$ cat src/rtl/mem_arbiter_pkg.sv
// Shared constants for the unified-SRAM arbiter: FSM encoding, default access length, byte lanes.
package mem_arbiter_pkg;

  localparam logic [1:0] stIdle = 2'd0;
  localparam logic [1:0] stData = 2'd1;
  localparam logic [1:0] stInst = 2'd2;
  localparam logic [1:0] stDone = 2'd3;

  localparam int waitCyclesDef = 1;

  localparam int selW = 4;
  localparam logic [selW-1:0] selAll = 4'b1111;

  function automatic logic [29:0] wordAddr(input logic [31:0] byteAddr);
    return byteAddr[31:2];
  endfunction

endpackage

$ cat src/rtl/mem_arbiter_fetch_buf.sv
// One-entry instruction buffer: valid bit, word tag and the instruction last fetched from SRAM.
module mem_arbiter_fetch_buf (
  input  logic        clk,
  input  logic        rst,
  input  logic [29:0] lookupWord,
  output logic        hit,
  output logic [31:0] hitInst,
  input  logic        fillEn,
  input  logic [29:0] fillWord,
  input  logic [31:0] fillInst,
  input  logic        invEn,
  input  logic [29:0] invWord
);

  logic        valid;
  logic [29:0] tagQ;
  logic [31:0] instQ;

  // Fill and invalidate come from different FSM states, so they never coincide.
  always_ff @(posedge clk or negedge rst) begin
    if (!rst) begin
      valid <= 1'b0;
      tagQ  <= '0;
      instQ <= '0;
    end else if (fillEn) begin
      valid <= 1'b1;
      tagQ  <= fillWord;
      instQ <= fillInst;
    end else if (invEn && valid && (invWord == tagQ)) begin
      valid <= 1'b0;
    end
  end

  assign hit     = valid && (lookupWord == tagQ);
  assign hitInst = instQ;

endmodule

$ cat src/rtl/mem_arbiter.sv
// Arbitrates instruction fetch and data access onto one shared SRAM port, data first.
// Define MEM_ARBITER_FETCH_BUF_EN to add a one-entry fetch buffer that skips repeated fetches.
module mem_arbiter
  import mem_arbiter_pkg::*;
#(
  parameter int WAIT_CYCLES = waitCyclesDef
) (
  input  logic            clk,
  input  logic            rst,
  input  logic            if_ce,
  input  logic [31:0]     if_addr,
  output logic [31:0]     if_inst,
  input  logic            mem_ce,
  input  logic            mem_we,
  input  logic [selW-1:0] mem_sel,
  input  logic [31:0]     mem_addr,
  input  logic [31:0]     mem_wdata,
  output logic [31:0]     mem_rdata,
  output logic            sram_ce,
  output logic            sram_we,
  output logic [selW-1:0] sram_sel,
  output logic [31:0]     sram_addr,
  output logic [31:0]     sram_wdata,
  input  logic [31:0]     sram_rdata,
  output logic            stallreq
);

  localparam logic [3:0] lastCnt = 4'(WAIT_CYCLES - 1);

  logic [1:0]  state;
  logic [3:0]  waitCnt;
  logic        ifCeQ;
  logic [31:0] ifAddrQ;
  logic        fetchHitQ;
  logic        lastCyc;
  logic        bufHit;
  logic [31:0] bufInst;
  logic        idleHit;

  assign lastCyc = (waitCnt == lastCnt);

`ifdef MEM_ARBITER_FETCH_BUF_EN
  mem_arbiter_fetch_buf uFetchBuf (
    .clk        (clk),
    .rst        (rst),
    .lookupWord (wordAddr(if_addr)),
    .hit        (bufHit),
    .hitInst    (bufInst),
    .fillEn     ((state == stInst) && lastCyc),
    .fillWord   (wordAddr(ifAddrQ)),
    .fillInst   (sram_rdata),
    .invEn      ((state == stData) && sram_we),
    .invWord    (wordAddr(sram_addr))
  );
`else
  assign bufHit  = 1'b0;
  assign bufInst = '0;
`endif

  // A store to the word being fetched must win over a stale buffered copy.
  assign idleHit = bufHit && !(mem_ce && mem_we && (wordAddr(mem_addr) == wordAddr(if_addr)));

  // The IDLE term must stall the requesting pipeline in the same cycle it asks.
  always_comb begin
    stallreq = 1'b0;
    if (rst) begin
      case (state)
        stIdle:         stallreq = mem_ce | (if_ce & ~idleHit);
        stData, stInst: stallreq = 1'b1;
        default:        stallreq = 1'b0;
      endcase
    end
  end

  // The data-side request is latched directly into the sram_* registers on leaving IDLE.
  always_ff @(posedge clk or negedge rst) begin
    if (!rst) begin
      state      <= stIdle;
      waitCnt    <= '0;
      ifCeQ      <= 1'b0;
      ifAddrQ    <= '0;
      fetchHitQ  <= 1'b0;
      sram_ce    <= 1'b0;
      sram_we    <= 1'b0;
      sram_sel   <= '0;
      sram_addr  <= '0;
      sram_wdata <= '0;
      if_inst    <= '0;
      mem_rdata  <= '0;
    end else begin
      case (state)
        stIdle: begin
          waitCnt   <= '0;
          ifCeQ     <= if_ce;
          ifAddrQ   <= if_addr;
          fetchHitQ <= idleHit;
          if (mem_ce) begin
            state      <= stData;
            sram_ce    <= 1'b1;
            sram_we    <= mem_we;
            sram_sel   <= mem_sel;
            sram_addr  <= mem_addr;
            sram_wdata <= mem_wdata;
          end else if (if_ce && idleHit) begin
            if_inst <= bufInst;
          end else if (if_ce) begin
            state     <= stInst;
            sram_ce   <= 1'b1;
            sram_we   <= 1'b0;
            sram_sel  <= selAll;
            sram_addr <= if_addr;
          end
        end
        stData: begin
          if (lastCyc) begin
            waitCnt <= '0;
            if (!sram_we) mem_rdata <= sram_rdata;
            if (ifCeQ && !fetchHitQ) begin
              state     <= stInst;
              sram_we   <= 1'b0;
              sram_sel  <= selAll;
              sram_addr <= ifAddrQ;
            end else begin
              state   <= stDone;
              sram_ce <= 1'b0;
              sram_we <= 1'b0;
              if (ifCeQ && fetchHitQ) if_inst <= bufInst;
            end
          end else begin
            waitCnt <= waitCnt + 4'd1;
          end
        end
        stInst: begin
          if (lastCyc) begin
            waitCnt <= '0;
            if_inst <= sram_rdata;
            state   <= stDone;
            sram_ce <= 1'b0;
          end else begin
            waitCnt <= waitCnt + 4'd1;
          end
        end
        default: begin
          waitCnt <= '0;
          state   <= stIdle;
        end
      endcase
    end
  end

endmodule

$ cat config.mk
export PLATFORM = sky130hd
export DESIGN_NAME = mem_arbiter
export DESIGN_NICKNAME = d
export VERILOG_FILES = /design/src/rtl/mem_arbiter_pkg.sv /design/src/rtl/mem_arbiter_fetch_buf.sv /design/src/rtl/mem_arbiter.sv
export SDC_FILE = /design/constraint.sdc
export NUM_CORES = 1
export LEC_CHECK = 0
export ABC_CLOCK_PERIOD_IN_PS = 4670
export CAP_MARGIN = 5
export CORE_UTILIZATION = 33
export CTS_BUF_LIST = sky130_fd_sc_hd__clkbuf_8
export DETAILED_ROUTE_END_ITERATION = 12
export PLACE_DENSITY = 0.66
export SLEW_MARGIN = 10
export SYNTH_ARGS = -nofsm -noshare
export SYNTH_HDL_FRONTEND = slang
export SYNTH_SLANG_ARGS = --single-unit
$ cat constraint.sdc
create_clock -name clk -period 4.67 [get_ports clk]
set_clock_uncertainty 0.1 [all_clocks]
set_input_delay 1.1675 -clock clk [delete_from_list [all_inputs] [get_ports clk]]
set_output_delay 1.1675 -clock clk [all_outputs]
set_load 0.005 [all_outputs]
==> reports/metrics.cfg <==
[setup_path]
critPathLaunch=if_ce
rr_startpoint=state[1]$_DFFE_PN0P_
cp_top_family=buffers and inverters
r2r_end=sram_addr[31]$_DFFE_PN0P_
slowest_stage=clkdlybuf4s50_1
path_depth=5
cp.required_ps=3400
r2r_cells=6
rrSetupSlack_ps=1910
critical_path.most_common_cell=clkdlybuf4s50_1
endpoint=stallreq
crit_buf_inv=2
cp.arrival_ps=2590
critPathCaptureType=output pin
worst_setup_path_start_kind=input port
slowest_delay_ps=540
path_max_fanout=4
critical_path.cell_chain=clkdlybuf4s50_1, o21a_1, nor2_1, nor3b_1, clkdlybuf4s50_1
worstSetupPathType=input port to output pin

[sta]
clock.fmax_mhz=259
layout_worst_path_cycle_share_pct=82.6
tightestPinTransition_ps=922
period_needed_ps=3860
hold_violations=0
setup_tns_ps=0
final_max_slew_viol_count=0
grt_setup_unrepaired=no
finalSetupViolCount=0
slew_headroom_pct=38.5

[routing]
drt_iter0_markers=243
ant_nets=0
wl_met3_um=1330
wl_per_cell_um=15.8
dr.pass1.iters=8
highest_layer=met4
routedLengthMet1_um=7570
via_per_inst=4.63
vias=5191
routed-wl-met2_um=8570
drc_errors=36
wl_um=17700

[global_route]
grt_use_total_pct=16.0
grt_pass1_vias=5408
grt-ovfl-total=0
grt_max_degree=71
grt_pass1_wl_um=29400
antenna_found_initial=0

[clock_tree]
cts_buffers=17
cts_root_buf=clkbuf_8
clk_path_buf_depth=2
clk_pin_slew_ps=100
clock_latency_ps=440
postCtsSetupBuffers=0
clock_sinks=173
tritoncts=yes
hold_buffers=0
cts_resized=0
htreeDepth=4

[final_layout]
stdcell_count=1121
final_layout_size_suffix_gt1_share_pct=23.5
finalNetCount=974
area_delta_synth_final_pct=44.9
n_antenna_cell=0
postLayoutCoreUtil_pct=49.0

[place]
dpl.cell_count=1089
place.gp.congestion=0.722
hpwl_um=12400
portBuffers=271

[pwr]
pwr-share-comb_pct=48.0
p_per_area_nw_per_um2=666
switching_power_mw=2.33
power_mw=7.17
clockPowerShare_pct=15.2
p_leak_nw=4.57
ir_drop_v=0.000291
intPower_mw=4.84
p_sw_share_pct=32.5
p_seq_share_pct=36.8

[job]
max_cap_viol_count=0

[synthesis]
synth_edf_count=0
synthDominantCellAreaShare_pct=58.3
ys_warn_count=0
ys_ff_latch=173
synthFlopType=dfrtp_1
yosys-top-cells-count=dfrtp_1 (173), mux2_2 (119), nand2_1 (40), nor2_1 (40), a21oi_1 (35)
synth.most_common_cell=dfrtp_1
syn-num-nets=707
yosysTopAreaCell=dfrtp_1
mappedNetlistArea_um2=7430
syn_avg_cell_area_um2=13.2
ys_seq_area_share_pct=58.3
yosysUniqueCellTypes=35
synthCells=561
ys_top_cells_by_area=dfrtp_1 (58%), mux2_2 (18%), mux2i_1 (4.6%)
synthArstFlopShare_pct=100

[outcome]
failed_checks=DRC
status=finished with violations

[floorplanning]
dieArea_um2=23100
io-pin-count=272
start_util_pct=33.8
rows=54
fp.dieW_um=152
die_y_um=152
coreArea_um2=22000

[hold_path]
holdPathStages=2
hp-class=flop to flop

[worst min-delay path by stage]
| stage | startpoint | end | slack [ps] |
|---|---|---|---|
| 2_1_floorplan | sram_addr[31]$_DFFE_PN0P_ | sram_addr[31]$_DFFE_PN0P_ | 370 |
| 3_3_place_gp | sram_addr[17]$_DFFE_PN0P_ | sram_addr[17]$_DFFE_PN0P_ | 360 |
| 3_5_place_dp | sram_addr[17]$_DFFE_PN0P_ | sram_addr[17]$_DFFE_PN0P_ | 370 |
| 4_1_cts | sram_addr[8]$_DFFE_PN0P_ | sram_addr[8]$_DFFE_PN0P_ | 380 |
| 5_1_grt | sram_addr[17]$_DFFE_PN0P_ | sram_addr[17]$_DFFE_PN0P_ | 400 |
| 6_report | sram_addr[17]$_DFFE_PN0P_ | sram_addr[17]$_DFFE_PN0P_ | 380 |
[kinds of logic after synthesis]
family,Yosys count,synth area share (%)
adders and majority gates,9,1.52
buffers and inverters,39,3.10
DFF,173,58.3
xor gates and xnor gates,1,0.118
and+or+nand+nor,94,5.37
muxes,163,24.1
AOI/OAI and AO/OA,82,7.48
[cells in the final DEF (no fill, tap or decap), types with 3 or more instances in the layout]
cell / synthesis / routed
inv_6: 0 / 4
clkdlybuf4s50_1: 0 / 269
buf_4: 1 / 10
o21ai_0: 5 / 5
nor2_1: 40 / 40
mux2_1: 10 / 10
nor3b_1: 3 / 3
clkbuf_8: 0 / 18
dfrtp_1: 173 / 173
inv_1: 6 / 7
mux2i_1: 34 / 34
ha_1: 9 / 7
nand2_1: 40 / 40
o21ai_2: 32 / 32
mux2_2: 119 / 119
a21oi_1: 35 / 35
[power by group through the flow]
| stage | Clock, mW | Combinational, mW | Sequential [mW] |
|---|---|---|---|
| 5_1_grt | 1.20 | 3.74 | 2.75 |
| 2_1_floorplan | 0 | 1.84 | 2.68 |
| 3_3_place_gp | 0 | 3.46 | 2.64 |
| 6_report | 1.09 | 3.44 | 2.63 |
| 3_5_place_dp | 0 | 3.51 | 2.67 |
| 4_1_cts | 1.13 | 3.51 | 2.65 |
[worst min-delay path: stages (launching register included)]
cell and delay [ps]:
dfrtp_1 350, nand2_1 60, o21ai_2 40
[routing by layer]
metal  GRT usage, %  vias to the layer above
met5              0                        -
met4           3.94                        0
met3           5.90                       11
met2           27.1                      157
met1           19.4                     2513
li1               -                     2510
[per-stage QoR]
step / hold slack [ps] / cell area, um^2 / setup WS [ps]
global placement: 360 / 10400 / 803
floorplan: 372 / 7430 / 1390
CTS: 385 / 10800 / 800
finish: 383 / 10800 / 814
global route: 402 / 10800 / 734
detailed placement: 368 / 10400 / 802
[sequential cells by signal, summed over array words and instances, names as in the netlist]
name and cells:
sram_ce 1, sram_wdata 32, sram_addr 32, sram_we 1
waitCnt 4, mem_rdata 32, state 2, ifAddrQ 32
sram_sel 4, ifCeQ 1, if_inst 32
[area by class of cell]
type                            count  area, um^2
Timing Repair Buffer              281        2780
Fill cell                        2032       11200
Multi-Input combinational cell    349        2880
Sequential cell                   173        4330
Clock inverter                     14         156
Tap cell                          280         350
Inverter                            6        22.5
Clock buffer                       18         248
No activity file was read; power rests on OpenSTA's default activity.
